===== src/rtl/mtr_spd_sched_if.sv =====
// Command/status bundle between the speed scheduler and its controller.
// master drives enables and targets; slave (the scheduler) returns speeds and status.
interface mtr_spd_sched_if;
  logic               en;
  logic               brake_req;
  logic signed [10:0] tgt_lft;
  logic signed [10:0] tgt_rght;
  logic signed [10:0] lft_spd;
  logic signed [10:0] rght_spd;
  logic               at_tgt;
  logic               moving;
  logic [1:0]         state;

  modport master (
    output en, brake_req, tgt_lft, tgt_rght,
    input  lft_spd, rght_spd, at_tgt, moving, state
  );

  modport slave (
    input  en, brake_req, tgt_lft, tgt_rght,
    output lft_spd, rght_spd, at_tgt, moving, state
  );
endinterface


===== src/rtl/mtr_spd_sched.sv =====
// Slew-limited left/right wheel speed scheduler with soft-start and controlled braking.
// Optional target deadband is enabled by defining MTR_DEADBAND_EN.
module mtr_spd_sched #(
  parameter int unsigned UPD_DIV   = 2048,
  parameter int unsigned RAMP_STEP = 8,
  parameter int unsigned BRK_STEP  = 32,
  parameter int unsigned SPD_MAX   = 1023,
  parameter int unsigned DEADBAND  = 16
) (
  input logic              clk,
  input logic              rst_n,
  mtr_spd_sched_if.slave   bus
);

  localparam int unsigned       CntW     = (UPD_DIV > 2) ? $clog2(UPD_DIV) : 1;
  localparam logic [CntW-1:0]   CntLast  = CntW'(UPD_DIV - 1);
  localparam logic signed [11:0] SpdMaxP = 12'(SPD_MAX);
  localparam logic signed [11:0] SpdMaxN = -SpdMaxP;
  localparam logic signed [11:0] RampStp = 12'(RAMP_STEP);
  localparam logic signed [11:0] BrkStp  = 12'(BRK_STEP);

  if (UPD_DIV < 2 || SPD_MAX < 1 || SPD_MAX > 1023 || DEADBAND > 1023) begin : g_param_err
    $error("mtr_spd_sched: parameter out of range");
  end

`ifdef MTR_DEADBAND_EN
  localparam logic signed [11:0] DbLim = 12'(DEADBAND);
`endif

  typedef enum logic [1:0] {
    StIdle  = 2'b00,
    StRun   = 2'b01,
    StBrake = 2'b10
  } state_e;

  state_e             state_q, state_d;
  logic [CntW-1:0]    cnt_q;
  logic               tick;
  logic signed [10:0] lft_q, lft_d, rght_q, rght_d;
  logic               at_tgt_q, at_tgt_d;
  logic               moving_q, moving_d;
  logic signed [11:0] lft_cur, rght_cur;
  logic signed [11:0] cond_lft, cond_rght;

  // Sign-extend, clamp to +/-SPD_MAX and optionally apply the deadband.
  function automatic logic signed [11:0] cond_tgt(input logic signed [10:0] t);
    logic signed [11:0] x;
    x = {t[10], t};
    if (x > SpdMaxP) begin
      x = SpdMaxP;
    end else if (x < SpdMaxN) begin
      x = SpdMaxN;
    end
`ifdef MTR_DEADBAND_EN
    if ((x > -DbLim) && (x < DbLim)) begin
      x = '0;
    end
`endif
    return x;
  endfunction

  // One slew step toward goal; operands stay within +/-1023 so diff fits 12 bits.
  function automatic logic signed [10:0] ramp(input logic signed [11:0] cur,
                                              input logic signed [11:0] goal,
                                              input logic signed [11:0] step);
    logic signed [11:0] diff, mag, nxt;
    diff = goal - cur;
    mag  = diff[11] ? -diff : diff;
    if (mag <= step) begin
      nxt = goal;
    end else if (diff[11]) begin
      nxt = cur - step;
    end else begin
      nxt = cur + step;
    end
    return nxt[10:0];
  endfunction

  assign tick      = (cnt_q == CntLast);
  assign lft_cur   = {lft_q[10], lft_q};
  assign rght_cur  = {rght_q[10], rght_q};
  assign cond_lft  = cond_tgt(bus.tgt_lft);
  assign cond_rght = cond_tgt(bus.tgt_rght);

  // Update tick pacing runs in every state, aligned to the PWM period.
  always_ff @(posedge clk or negedge rst_n) begin
    if (!rst_n) begin
      cnt_q <= '0;
    end else if (tick) begin
      cnt_q <= '0;
    end else begin
      cnt_q <= cnt_q + 1'b1;
    end
  end

  always_comb begin
    state_d = state_q;
    lft_d   = lft_q;
    rght_d  = rght_q;
    unique case (state_q)
      StIdle: begin
        lft_d  = '0;
        rght_d = '0;
        if (bus.en && !bus.brake_req) begin
          state_d = StRun;
        end
      end
      StRun: begin
        if (tick) begin
          lft_d  = ramp(lft_cur, cond_lft, RampStp);
          rght_d = ramp(rght_cur, cond_rght, RampStp);
        end
        if (!bus.en || bus.brake_req) begin
          state_d = StBrake;
        end
      end
      StBrake: begin
        if (tick) begin
          lft_d  = ramp(lft_cur, 12'sd0, BrkStp);
          rght_d = ramp(rght_cur, 12'sd0, BrkStp);
        end
        // Brake always runs to completion regardless of en/brake_req.
        if ((lft_q == '0) && (rght_q == '0)) begin
          state_d = StIdle;
        end
      end
      default: begin
        state_d = StIdle;
        lft_d   = '0;
        rght_d  = '0;
      end
    endcase
  end

  always_comb begin
    at_tgt_d = (state_q == StRun) && (lft_cur == cond_lft) && (rght_cur == cond_rght);
    moving_d = (lft_q != '0) || (rght_q != '0);
  end

  always_ff @(posedge clk or negedge rst_n) begin
    if (!rst_n) begin
      state_q  <= StIdle;
      lft_q    <= '0;
      rght_q   <= '0;
      at_tgt_q <= 1'b0;
      moving_q <= 1'b0;
    end else begin
      state_q  <= state_d;
      lft_q    <= lft_d;
      rght_q   <= rght_d;
      at_tgt_q <= at_tgt_d;
      moving_q <= moving_d;
    end
  end

  assign bus.lft_spd  = lft_q;
  assign bus.rght_spd = rght_q;
  assign bus.at_tgt   = at_tgt_q;
  assign bus.moving   = moving_q;
  assign bus.state    = state_q;

endmodule


===== src/flat_wrapper.sv =====
// flat-port wrapper written by rule: the top's interface ports become plain ports
module mtr_spd_sched_flat 
#(
  parameter int unsigned UPD_DIV   = 2048,
  parameter int unsigned RAMP_STEP = 8,
  parameter int unsigned BRK_STEP  = 32,
  parameter int unsigned SPD_MAX   = 1023,
  parameter int unsigned DEADBAND  = 16
)
  (clk, rst_n, bus_en, bus_brake_req, bus_tgt_lft, bus_tgt_rght, bus_lft_spd, bus_rght_spd, bus_at_tgt, bus_moving, bus_state);
  mtr_spd_sched_if bus_i ();
  input logic clk;
  input logic rst_n;
  input wire logic [$bits(bus_i.en)-1:0] bus_en;
  input wire logic [$bits(bus_i.brake_req)-1:0] bus_brake_req;
  input wire logic [$bits(bus_i.tgt_lft)-1:0] bus_tgt_lft;
  input wire logic [$bits(bus_i.tgt_rght)-1:0] bus_tgt_rght;
  output wire logic [$bits(bus_i.lft_spd)-1:0] bus_lft_spd;
  output wire logic [$bits(bus_i.rght_spd)-1:0] bus_rght_spd;
  output wire logic [$bits(bus_i.at_tgt)-1:0] bus_at_tgt;
  output wire logic [$bits(bus_i.moving)-1:0] bus_moving;
  output wire logic [$bits(bus_i.state)-1:0] bus_state;
  assign bus_i.en = bus_en;
  assign bus_i.brake_req = bus_brake_req;
  assign bus_i.tgt_lft = bus_tgt_lft;
  assign bus_i.tgt_rght = bus_tgt_rght;
  assign bus_lft_spd = bus_i.lft_spd;
  assign bus_rght_spd = bus_i.rght_spd;
  assign bus_at_tgt = bus_i.at_tgt;
  assign bus_moving = bus_i.moving;
  assign bus_state = bus_i.state;
  mtr_spd_sched #(.UPD_DIV(UPD_DIV), .RAMP_STEP(RAMP_STEP), .BRK_STEP(BRK_STEP), .SPD_MAX(SPD_MAX), .DEADBAND(DEADBAND)) u_core (.clk(clk), .rst_n(rst_n), .bus(bus_i));
endmodule

===== config.mk =====
export PLATFORM = sky130hd
export DESIGN_NAME = mtr_spd_sched_flat
export DESIGN_NICKNAME = d
export VERILOG_FILES = /design/src/rtl/mtr_spd_sched_if.sv /design/src/rtl/mtr_spd_sched.sv /design/src/flat_wrapper.sv
export SDC_FILE = /design/constraint.sdc
export NUM_CORES = 1
export LEC_CHECK = 0
export BUFFER_PORTS_ARGS = -buffer_cell sky130_fd_sc_hd__buf_4
export CAP_MARGIN = 15
export CELL_PAD_IN_SITES_DETAIL_PLACEMENT = 1
export CELL_PAD_IN_SITES_GLOBAL_PLACEMENT = 2
export CORE_MARGIN = 4
export CORE_UTILIZATION = 33
export CTS_CLUSTER_DIAMETER = 30
export DETAILED_ROUTE_END_ITERATION = 10
export PLACE_DENSITY_LB_ADDON = 0.1
export SKIP_CTS_REPAIR_TIMING = 1
export SLEW_MARGIN = 20
export SYNTH_ARGS = -nofsm -noshare
export SYNTH_HDL_FRONTEND = slang
export SYNTH_SLANG_ARGS = --single-unit

===== constraint.sdc =====
create_clock -name clk -period 3.9 [get_ports clk]
set_input_delay 0.78 -clock clk [delete_from_list [all_inputs] [get_ports clk]]
set_output_delay 0.78 -clock clk [all_outputs]
set_load 0.01 [all_outputs]

* After elaboration in Yosys (flattened, before gate mapping) *
Index checks and enable logic that the tools add are counted.

word-level totals
  logic and storage cells = 83
  bits in registers = 37

cells by class
  add/subtract/negate cells = 17
  equal/unequal tests = 10
  muxes and demuxes = 27
  magnitude comparators = 8
  reductions and logical operators = 15

operators by type and width
  cell                                                                                count
  11-bit 2-to-1 mux                                                                   13
  12-bit 2-to-1 mux                                                                   8
  12-bit negation                                                                     4
  11-bit case mux with 2 select lines                                                 2
  11-bit by 12-bit equality test with 1-bit output                                    2
  12-bit by 5-bit less-or-equal comparator with 1-bit output (second input constant)  2
  12-bit by 7-bit less-or-equal comparator with 1-bit output (second input constant)  2
  1-bit by 11-bit subtractor with 12-bit output (first input constant)                2
  12-bit by 11-bit subtractor with 12-bit output                                      2
  11-bit by 5-bit adder with 11-bit output (second input constant)                    2
  11-bit by 7-bit adder with 11-bit output (second input constant)                    2
  11-bit > comparator (second input constant)                                         2
  11-bit logical NOT                                                                  2
  11-bit less-than comparator (second input constant)                                 2
  11-bit nonzero test                                                                 2
  11-bit by 5-bit subtractor with 11-bit output (second input constant)               2
  11-bit by 7-bit subtractor with 11-bit output (second input constant)               2
  11-bit by 1-bit adder with 11-bit output (second input constant)                    1
  11-bit equality test (second input constant)                                        1
  2-bit by 1-bit inequality test with 1-bit output (second input constant)            5
  2-bit 2-to-1 mux                                                                    3
  2-bit case mux with 3 select lines                                                  1
  1-bit logical AND                                                                   4
  3-bit AND reduction                                                                 1
  6 further kinds                                                                     8

* Logic depth before layout (Yosys ltp) *
  depth after elaboration = 10
  mapped depth = 23
  depth with buffers taken out = 22

* Least setup slack after synthesis *
Ideal clock, no wire load.

  kind = input to register
  from = input port bus_tgt_rght[4]
  to = register u_core.rght_q[10] (netlist: u_core.bus.rght_spd[10])
  path buffers = 1
  data arrival time = 5073 ps
  library setup time = 132 ps
  data required time = 3768 ps
  stages on the path = 22
  setup slack = -1305 ps
  path through = or4_1 -> o41ai_1 -> ha_1 -> nor2b_1 -> ha_1 -> a2111o_1 -> nor2_1 -> nand3_1 -> a311oi_2 -> or2_1 -> buf_6 -> ha_1 -> a21o_1 -> a21oi_1 -> nor2b_1 -> o21a_1 -> nor4_1 -> nor3_1 -> xnor2_1 -> xnor2_1 -> mux2i_1 -> o21ai_1

between the ends
  longest elaborated chain between the ends = 10
  elaborated cells between the ends (all ways) = 12
  classes of those cells = add/sub: 2; order compare: 3; mux: 7

ends and longest elaborated chain
  item                                                        RTL line              source
  start, declared                                             flat_wrapper.sv:17    input wire logic [$bits(bus_i.tgt_rght)-1:0] bus_tgt_rght;
  11-bit less-than comparator                                 mtr_spd_sched.sv:51   end else if (x < SpdMaxN) begin
  12-bit 2-to-1 mux                                           mtr_spd_sched.sv:51
  12-bit 2-to-1 mux (*)                                       mtr_spd_sched.sv:49   if (x > SpdMaxP) begin
  12-bit by 11-bit subtractor with 12-bit output              mtr_spd_sched.sv:67   diff = goal - cur;
  12-bit negation                                             mtr_spd_sched.sv:68   mag = diff[11] ? -diff : diff;
  12-bit 2-to-1 mux                                           mtr_spd_sched.sv:68
  12-bit by 5-bit less-or-equal comparator with 1-bit output  mtr_spd_sched.sv:69   if (mag <= step) begin
  11-bit 2-to-1 mux (*)                                       mtr_spd_sched.sv:69
  11-bit 2-to-1 mux (*)                                       mtr_spd_sched.sv:109  if (tick) begin
  11-bit case mux with 2 select lines (*)                     mtr_spd_sched.sv:100  unique case (state_q)
  end signal, assigned                                        mtr_spd_sched.sv:150  rght_q <= rght_d;
  end, declared                                               mtr_spd_sched.sv:39   logic signed [10:0] lft_q, lft_d, rght_q, rght_d;

Every way passes the cells marked *; elsewhere a longest branch is shown, timed or not. The select of a mux whose other input is x is not followed.
A chain may end at the register's enable or synchronous reset.

* Worst setup path in the final report *
  from = input port bus_tgt_rght[9]
  to = register u_core.rght_q[0] (netlist: u_core.bus.rght_spd[0])

Same word-level chain as after synthesis.

==> results.md <==
- Antenna-violating nets left: 0
- Violated checks: setup timing
- Final #Nets: 1,060
- TritonRoute pass-1 iters: 5
- Yosys cell types: between 90 and 100
- Core Rows: 48
- Hold path start: u_core.cnt_q[10]
- Total gr overflow: 0
- Clk slew on worst S/H paths: 60 ps
- Die area: a little under 20,000 um2
- Routability congestion estimate from global placement: 0.980
- Worst VDD drop: 0.000356 V
- CTS tree: built
- Clock Sink Count: 37
- First-pass GRT wire length: about 36,000 um
- H-tree levels: 2
- Worst Skew: 8.51 ps
- Synth Flop Type: dfrtp_1
- R2R cell count: 12
- Post-synth EDFFs: 0
- Mapped Cells: 742
- Die height: 141 um
- Largest cells by area after synthesis: dfrtp_1, ha_1, xnor2_1
- Seq/Total Area, Yosys: 0.160
- Pins Over Slew Limit: 0
- Final WL: ~25,000 um
- Min-Delay Path Class: register to register
- Die width: 141 um
- Clock buffer depth: 2
- Initial core utilization: 0.337
- Async SR Flop Fraction: 1.00
- Cell accounting for the most synthesized area: dfrtp_1
- Startpoint types: input port
- Measured slew at the worst slew-check pin: 1050 ps
- Overall Power: a little under 6000 uW
- Vias/cell: 5.66
- R2R Path End: u_core.bus.lft_spd[1]
- Worst setup path end: u_core.bus.rght_spd[0]
- Syn Area/Cell: 7.82 um2
- Largest net degree at the start of global routing: 38
- Post-layout util: 0.528
- Fillers: between 1,500 and 2,000
- Antenna diodes: 0
- Max Cap Violations: 0
- Final setup vio count: 22
- Total global-route track usage: 0.218
- Via count: a little under 7,000
- Critical Path RT: 4080 ps
- I/O pin cnt: 52
- CTS buffer count: 5
- Number of global-route vias before repair: 7,028
- Iteration-0 DRC Markers: 392
- Crit path from: bus_tgt_rght[9]
- Initial antenna violation count: 0
- Root buffer cell: clkbuf_16
- Crit path DAT: 5280 ps
- Area added between synthesis and finish: 57.0%
- Most common cell in the netlist: ha_1
- Worst r2r src: u_core.bus.lft_spd[1]
- Synth Register Bits: 37
- Critical path endpoint category: register
- Synth cell count leaders: ha_1, inv_1, nor2_1, nand2_1, a21oi_1
- Setup CP Type: input port to register
- Post-Synthesis Cell Area: 5800 um2
- Latest clock arrival within the worst-skew pair: 280 ps
- FMAX: around 200 MHz
- Port buffer count: 51
- Hpwl dp: around 18,000 um
- Status: finished, violations left
- Relative slew slack: 0.300
- Drt wl/cell: about 21 um
- Share of the synthesized area in the top cell type: 0.160
- Hold Fails Final Rpt: 0
- DP Worst Slack: -1670 ps
- Final setup margin: -1200 ps
- Final period utilization: 1.31
- Flop-to-flop setup slack: 80 ps
- Period minus WS final: 5100 ps
- Yosys warning total: 0
- Power per cell area: 655 nW/um2
- Core Area: 17,200 um2
- Final hold slack: 456 ps
- Layout cell share with drive strength beyond 1: 0.436
- Worst-path maximum fanout: 6
- Leak: 0.00406 uW
- Syn nets: about 830
- RSZ-0062 raised after global routing: yes
- Remaining DRCs: 0
## registers in the layout (all words and copies together) (netlist names)
signal	count
u_core.bus.lft_spd	11
u_core.bus.at_tgt	1
u_core.bus.rght_spd	11
u_core.bus.moving	1
u_core.cnt_q	11
u_core.bus.state	2
## worst min path at each step
stage,to,slack [ps],depth (start not counted)
CTS,u_core.cnt_q[10],460,1
floorplan,u_core.cnt_q[0],430,1
detailed placement,u_core.cnt_q[10],450,1
global route,u_core.cnt_q[0],480,1
global placement,u_core.cnt_q[0],440,1
finish,u_core.cnt_q[10],460,1
## cell type report
type	instances	area [um2]	area share
inverter	54	214	0.0235
sequential	37	926	0.102
clock buffer	6	139	0.0153
multi-input combinational	622	5470	0.600
timing repair buffer	257	2040	0.224
tap	225	282	0.0309
clock inverter	2	37.5	0.00412
## layer usage
metal	GRT usage	wire length, um	up-vias
li1	-	-	3249
met1	0.291	11200	3402
met2	0.389	12800	120
met3	0.0183	777	36
met4	0.0393	546	0
met5	0	0	-
## cells by family (layout without fill, tap and decap cells)
group                    Yosys count  count (layout)  synth area share
AND/OR/NAND/NOR                  268             268             0.249
AO/OA/AOI/OAI                    224             224             0.283
buffers and inverters             83             319            0.0623
adder cells (fa/ha/maj)           57              57             0.131
XOR/XNOR                          52              52            0.0785
flip-flops                        37              37             0.160
multiplexers                      21              21            0.0369
## cell usage in the layout, fill, tap and decap left out, types with 6 or more instances in the layout
cell type    n
mux2i_1      8
nor2b_1     11
a21oi_2      9
mux2i_2      9
or3_1        8
nor2_1      43
nand2b_1    10
ha_4        18
nand4_1     14
o21ai_0     23
o31ai_1      7
nor3_1      26
dfrtp_1     37
and3_1       6
a21oi_1     29
o21ai_1     23
nor2b_4     11
o211ai_1    11
ha_1        31
buf_6       21
nor2b_2      6
a21o_1      11
inv_1       49
buf_4      233
xor2_1      11
xnor2_1     34
nor4_1       6
nand3_1     28
nand2_1     39
## report_power, final
part | total, uW | leakage (uW) | switching, uW | internal, uW
Sequential | 502 | 0.000494 | 65.6 | 436
Combinational | 4970 | 0.00348 | 2700 | 2280
Clock | 485 | 0.0000831 | 165 | 319
Total | 5960 | 0.00406 | 2930 | 3030
## critical path: stages
cell	delay [ps]
buf_6	100
or4_4	540
o41ai_4	340
ha_4	290
nor2b_4	180
ha_4	230
a2111o_1	400
nor2_2	110
nand3_2	100
a311oi_2	330
or2_4	220
buf_6	140
inv_8	40
a31o_1	180
a221o_1	350
o31ai_4	330
buf_6	190
buf_6	110
o21bai_4	80
a22o_1	230
## per-stage QoR
stage                     setup TNS [ps]  std cells  area (um2)
after floorplan                   -19810        742        5880
after global placement            -30230       1154        7620
after detailed placement          -33420       1154        7620
after CTS                         -27240       1162        7800
after global routing              -26880       1203        9110
final                             -23660       1203        9110
(Power assumes the default switching activity.)
